==> src/rtl/lock_pkg.sv <==
// Shared encodings for the combination-lock front end: FSM states and one-hot LED patterns.
package lock_pkg;

  typedef enum logic [1:0] {
    ST_IDLE    = 2'd0,
    ST_WAIT    = 2'd1,
    ST_OPEN    = 2'd2,
    ST_LOCKOUT = 2'd3
  } state_e;

  localparam logic [3:0] LED_IDLE    = 4'b0001;
  localparam logic [3:0] LED_WAIT    = 4'b0010;
  localparam logic [3:0] LED_OPEN    = 4'b0100;
  localparam logic [3:0] LED_LOCKOUT = 4'b1000;

  function automatic logic [3:0] state_led_of(input state_e s);
    case (s)
      ST_IDLE:    return LED_IDLE;
      ST_WAIT:    return LED_WAIT;
      ST_OPEN:    return LED_OPEN;
      ST_LOCKOUT: return LED_LOCKOUT;
      default:    return LED_IDLE;
    endcase
  endfunction

endpackage

==> src/rtl/btn_conditioner.sv <==
// Raw button -> 2-FF synchronizer -> debounce -> single-cycle pulse on the debounced rising edge.
module btn_conditioner #(
  parameter int unsigned DEB_CYCLES = 4,
  parameter int unsigned CW         = 16
) (
  input  logic clk,
  input  logic reset,
  input  logic btn_i,
  output logic pulse_o
);

  logic          sync1_q, sync2_q;
  logic          deb_q, deb_d1_q;
  logic          pulse_q;
  logic [CW-1:0] cnt_q;

  // NOTE: non-blocking assignments so every flop samples its pre-edge input; the sync chain depends on it.
  always_ff @(posedge clk) begin
    if (reset) begin
      sync1_q  <= 1'b0;
      sync2_q  <= 1'b0;
      deb_q    <= 1'b0;
      deb_d1_q <= 1'b0;
      pulse_q  <= 1'b0;
      cnt_q    <= '0;
    end else begin
      sync1_q  <= btn_i;
      sync2_q  <= sync1_q;
      deb_d1_q <= deb_q;
      pulse_q  <= deb_q & ~deb_d1_q;
      // Any sample agreeing with the accepted level restarts the stability run.
      if (sync2_q == deb_q) begin
        cnt_q <= '0;
      end else if (cnt_q == CW'(DEB_CYCLES - 1)) begin
        deb_q <= sync2_q;
        cnt_q <= '0;
      end else begin
        cnt_q <= cnt_q + CW'(1);
      end
    end
  end

  assign pulse_o = pulse_q;

endmodule

==> src/rtl/lock_access_ctrl.sv <==
// Front end for the combination-lock core: forwards conditioned button strobes, tracks
// core results, counts consecutive failures and enforces a timed lockout.
module lock_access_ctrl
  import lock_pkg::*;
#(
  parameter int unsigned DEB_CYCLES     = 4,
  parameter int unsigned MAX_FAILS      = 3,
  parameter int unsigned LOCKOUT_CYCLES = 20,
  parameter int unsigned RESP_TIMEOUT   = 8,
  parameter int unsigned CW             = 16
) (
  input  logic       clk,
  input  logic       reset,
  input  logic       btn_enter,
  input  logic       btn_oops,
  input  logic       lock_unlocked,
  input  logic       lock_error,
  output logic       enter_pulse,
  output logic       oops_pulse,
  output logic       locked_out,
  output logic [1:0] fail_cnt,
  output logic [3:0] state_led
);

  logic enter_raw, oops_raw;

  btn_conditioner #(.DEB_CYCLES(DEB_CYCLES), .CW(CW)) u_enter_cond (
    .clk(clk), .reset(reset), .btn_i(btn_enter), .pulse_o(enter_raw)
  );

  btn_conditioner #(.DEB_CYCLES(DEB_CYCLES), .CW(CW)) u_oops_cond (
    .clk(clk), .reset(reset), .btn_i(btn_oops), .pulse_o(oops_raw)
  );

  state_e        state_q, state_d;
  logic [CW-1:0] timer_q, timer_d;
  logic [1:0]    fail_q, fail_d, fail_inc;
  logic          enter_q, enter_d;
  logic          oops_q, oops_d;
  logic          locked_q;
  logic [3:0]    led_q;

  // NOTE: every variable gets a default first so no branch leaves it unassigned (no inferred latches).
  always_comb begin
    state_d  = state_q;
    timer_d  = timer_q;
    fail_d   = fail_q;
    enter_d  = 1'b0;
    oops_d   = 1'b0;
    fail_inc = fail_q + 2'd1;
    case (state_q)
      ST_IDLE, ST_OPEN: begin
        if (enter_raw) begin
          enter_d = 1'b1;
          if (state_q == ST_IDLE) begin
            state_d = ST_WAIT;
            timer_d = CW'(RESP_TIMEOUT);
          end
        end else if (oops_raw) begin
          oops_d = 1'b1;
        end
        if (state_q == ST_OPEN && !lock_unlocked) state_d = ST_IDLE;
      end
      ST_WAIT: begin
        timer_d = timer_q - CW'(1);
        // Error beats a simultaneous unlock; an unlock in the final cycle beats the timeout.
        if (lock_error || (!lock_unlocked && timer_q <= CW'(1))) begin
          fail_d = fail_inc;
          if (fail_inc == 2'(MAX_FAILS)) begin
            state_d = ST_LOCKOUT;
            timer_d = CW'(LOCKOUT_CYCLES);
          end else begin
            state_d = ST_IDLE;
          end
        end else if (lock_unlocked) begin
          state_d = ST_OPEN;
          fail_d  = '0;
        end
      end
      ST_LOCKOUT: begin
        timer_d = timer_q - CW'(1);
        if (timer_q <= CW'(1)) begin
          state_d = ST_IDLE;
          fail_d  = '0;
        end
      end
      default: state_d = ST_IDLE;
    endcase
  end

  always_ff @(posedge clk) begin
    if (reset) begin
      state_q  <= ST_IDLE;
      timer_q  <= '0;
      fail_q   <= '0;
      enter_q  <= 1'b0;
      oops_q   <= 1'b0;
      locked_q <= 1'b0;
      led_q    <= LED_IDLE;
    end else begin
      state_q  <= state_d;
      timer_q  <= timer_d;
      fail_q   <= fail_d;
      enter_q  <= enter_d;
      oops_q   <= oops_d;
      locked_q <= (state_d == ST_LOCKOUT);
      led_q    <= state_led_of(state_d);
    end
  end

  assign enter_pulse = enter_q;
  assign oops_pulse  = oops_q;
  assign locked_out  = locked_q;
  assign fail_cnt    = fail_q;
  assign state_led   = led_q;

endmodule

==> config.mk <==
export PLATFORM = sky130hd
export DESIGN_NAME = lock_access_ctrl
export DESIGN_NICKNAME = d
export VERILOG_FILES = /design/src/rtl/lock_pkg.sv /design/src/rtl/btn_conditioner.sv /design/src/rtl/lock_access_ctrl.sv
export SDC_FILE = /design/constraint.sdc
export NUM_CORES = 1
export LEC_CHECK = 0
export ABC_CLOCK_PERIOD_IN_PS = 2200
export BUFFER_PORTS_ARGS = -buffer_cell sky130_fd_sc_hd__buf_2
export CORE_ASPECT_RATIO = 0.75
export CORE_MARGIN = 2
export CORE_UTILIZATION = 24
export CTS_CLUSTER_SIZE = 30
export DETAILED_ROUTE_END_ITERATION = 6
export GPL_ROUTABILITY_DRIVEN = 0
export GPL_TIMING_DRIVEN = 0
export PLACE_DENSITY = 0.37
export SLEW_MARGIN = 20
export SYNTH_ARGS = -nofsm -noshare
export SYNTH_HDL_FRONTEND = slang
export SYNTH_SLANG_ARGS = --single-unit
==> constraint.sdc <==
create_clock -name clk -period 2.2 [get_ports clk]
set_input_delay 0.55 -clock clk [delete_from_list [all_inputs] [get_ports clk]]
set_output_delay 0.55 -clock clk [all_outputs]
set_load 0.02 [all_outputs]
==> Implementation_results.wiki <==
{| class="wikitable"
! Metric !! Value
|-
| Status || finished clean
|-
| Headroom to the max-slew limit || 0.539
|-
| Count of flip-flops with a built-in enable after synthesis || 0
|-
| Vias in the first global route || 2337
|-
| Worst hold path stage count || 1
|-
| Required time at the endpoint of the critical path || 2.47 ns
|-
| Placeable Area || 12300 µm²
|-
| Final antenna-violating net count || 0
|-
| Starting density of the core || 0.246
|-
| Flop and latch count out of synthesis || 68
|-
| Final-stage net count || 382
|-
| Fraction of met3 tracks used by global routing || 0.0430
|-
| Number of pins exceeding their max-slew limit in the final report || 0
|-
| Worst Path Max Fanout || 6
|-
| Wire length of the first global-routing pass || 11700 µm
|-
| Part of the Yosys area used for sequential elements || 0.451
|-
| Total iterations of the first detailed-routing run || 4
|-
| FF-to-FF End || state_led[0]
|-
| # rows || 35
|-
| Cell count of the worst reg-to-reg path || 6
|-
| GRT Max-Usage Layer || met2
|-
| Worst-case clock skew || 0.00519 ns
|-
| Core Util, Final || 0.294
|-
| Via count of the routed design || 2453
|-
| Commonest non-fill, non-tap cell in the layout || dfxtp_1
|-
| Unique cell type count in the Yosys netlist || 48
|-
| Launch point of the worst reg-to-reg path || timer_q[12]
|-
| Clock tree from TritonCTS || yes
|-
| Cell area after layout || 3620 µm²
|-
| Worst hold path type || flip-flop to flip-flop
|-
| Total design power || 2.79 mW
|-
| Die Span Y || 101 µm
|-
| Final-layout fill cell count || 1316
|-
| Transition time at the pin with the least slew margin || 0.687 ns
|-
| Diode count || 0
|-
| Logic depth of the worst path, buffers included || 6
|-
| Max Clk Rate || 0.489 GHz
|-
| Worst setup path endpoint || state_led[0]
|-
| Critical path, cell by cell || or4_4 -> nor4b_4 -> buf_4 -> a31oi_1 -> a311oi_2 -> a21o_1
|-
| Antenna violations before repair || 0
|-
| Maximum number of pins on one net before global-route repair || 12
|-
| Final Critical Period || 2.05 ns
|-
| Count of pins on the block boundary || 15
|-
| Sort of element at the end of the critical path || flip-flop
|-
| Synth async-reset ratio || 0
|-
| CTS clock-pin slew for the worst setup and hold paths || 0.06 ns
|-
| Multi-input combinational cell area || 1600 µm²
|-
| Power Dens Cells || 771 nW/µm²
|-
| Area of all sequential standard cells || 1370 µm²
|-
| Arrival time reported for the critical path endpoint || 2.32 ns
|-
| Setup Crit Path Kind || flip-flop to flip-flop
|-
| DR iter-0 viols || 159
|-
| Leftover overflow at the end of global routing || 0
|-
| Maximum capacitance violations || 0
|-
| Most frequent cells in the layout || dfxtp_1 (65), nor2_1 (51), nand2_1 (29)
|-
| Port Buffers || 13
|-
| Post-Syn Area per Cell || 8.73 µm²
|-
| Number of nets in the synthesized netlist || 357
|-
| Ratio of cells with drive above 1 in the final layout || 0.122
|-
| Vias per Instance || 4.53
|-
| Ratio of final minimum period to clock period || 0.930
|-
| Kind of start point of the critical path || flip-flop
|-
| GRT Total Usage || 0.111
|-
| Clock buffers created by TritonCTS || 9
|-
| Hold buffer count at cts || 0
|-
| Synthesis-to-layout area growth || 19.7%
|-
| R2r setup slk || 0.15 ns
|-
| Met1 capacity usage during global routing || 0.149
|-
| Chip Width || 134 µm
|-
| Gate count of the mapped netlist || 346
|-
| Most frequently used flop master after synthesis || dfxtp_1
|-
| Half-perimeter wire length after placement || 4750 µm
|-
| Total Wirelength || 6830 µm
|-
| Number of levels in the clock H-tree || 3
|-
| Overall die area || 13500 µm²
|-
| Cell class contributing the biggest share of worst-path delay || simple AND/OR/NAND/NOR gates
|-
| Average routed wire per standard cell || 12.6 µm
|-
| Cell area after synthesis || 3020 µm²
|-
| Slowest cell on the critical path || or4_4
|-
| Standby leakage power || 1.30 nW
|-
| Peak ir drop on the vdd network || 0.341 mV
|-
| Final-report hold violation count || 0
|-
| Delay of the slowest cell on the worst path || 0.55 ns
|-
| Final hold slack || 0.378 ns
|-
| Insertion delay to the later sink of the worst-skew pair || 0.33 ns
|-
| Critical path origin || timer_q[12]
|-
| Clk root buf || clkbuf_16
|-
| Setup Viol. Count Final || 0
|-
| Total cell area at the placement stage || 3300 µm²
|-
| CTS max path bufs || 2
|-
| Number of sinks handled by clock tree synthesis || 68
|-
| DRC violation count after routing || 0
|-
| Sum of buffers and inverters on the critical path || 1
|-
| Met2 layer usage reported by global route || 0.161
|-
| Synth warn || 0
|-
| RSZ-0062 raised after global routing || no
|}
==> where the power goes <==
| part | switching, mW | internal [mW] |
|---|---|---|
| Sequential | 0.0103 | 1.24 |
| Clock | 0.532 | 0.871 |
| Combinational | 0.0761 | 0.0552 |
==> how the worst min path moves through the flow <==
| stage | to | start |
|---|---|---|
| after floorplan | u_enter_cond.pulse_o | u_enter_cond.deb_d1_q |
| after global placement | u_enter_cond.pulse_o | u_enter_cond.deb_d1_q |
| after detailed placement | u_oops_cond.pulse_o | u_oops_cond.deb_d1_q |
| after CTS | u_oops_cond.pulse_o | u_oops_cond.deb_d1_q |
| after global routing | u_oops_cond.pulse_o | u_oops_cond.deb_d1_q |
| final | u_oops_cond.pulse_o | u_oops_cond.deb_d1_q |
==> area by class of cell <==
cell class              count  area share
well taps                 166      0.0574
multi-input cells         259       0.442
clock inverters             5      0.0145
repair buffers             15      0.0221
plain buffers              10      0.0138
inverters                   8     0.00830
clock buffers              11      0.0643
flip-flops and latches     68       0.377
==> kinds of logic after synthesis <==
group | Yosys count | synth area share
and+or+nand+nor | 172 | 0.295
DFF | 68 | 0.451
AOI/OAI and AO/OA | 49 | 0.110
xor gates and xnor gates | 31 | 0.0899
buffers and inverters | 19 | 0.0273
adders and majority gates | 5 | 0.0207
muxes | 2 | 0.00663
==> stage by stage <==
step	cells	setup slack, ns	setup TNS (ns)
global placement	525	-0.118	-0.529
finish	542	0.153	0
detailed placement	525	-0.0977	-0.437
floorplan	346	0.178	0
CTS	542	0.0520	0
global route	542	0.0113	0
==> worst reg2reg max path: stages, from the launching register on <==
cell	delay (ns)
dfxtp_2	0.35
or4_4	0.55
nor4b_4	0.29
buf_4	0.18
a31oi_1	0.09
a311oi_2	0.36
a21o_1	0.17
==> flip-flops by register name, summed over array words and instances (netlist names), 2 cells and up <==
register            flops
u_enter_cond.cnt_q     16
fail_cnt                2
u_oops_cond.cnt_q      16
state_q                 2
timer_q                16
state_led               3
==> synthesized netlist by cell type, types with 9 or more instances <==
| cell type | n | area share |
|---|---|---|
| o21ai_0 | 11 | 0.018 |
| a31oi_1 | 9 | 0.019 |
| nand4_1 | 10 | 0.021 |
| xnor2_1 | 12 | 0.035 |
| nand2_1 | 30 | 0.037 |
| dfxtp_1 | 68 | 0.45 |
| nor3_1 | 14 | 0.023 |
| nor2_1 | 51 | 0.063 |
| clkbuf_1 | 9 | 0.011 |
| xor2_1 | 19 | 0.055 |
| and3_1 | 9 | 0.019 |
| nand3_1 | 16 | 0.027 |
| nor2b_1 | 9 | 0.019 |
==> metal layers <==
layer	wire, µm	vias up
li1	-	1282
met1	3650	1139
met2	2820	21
met3	239	11
met4	113	0
met5	0	-
==> what timing repair did <==
action / in CTS / in global routing
resized for setup: 2 / 7
pin swaps: 1 / 4
setup endpoints to repair: 9 / 21
buffers inserted: 1 / 1
No activity file was read; power rests on OpenSTA's default activity.
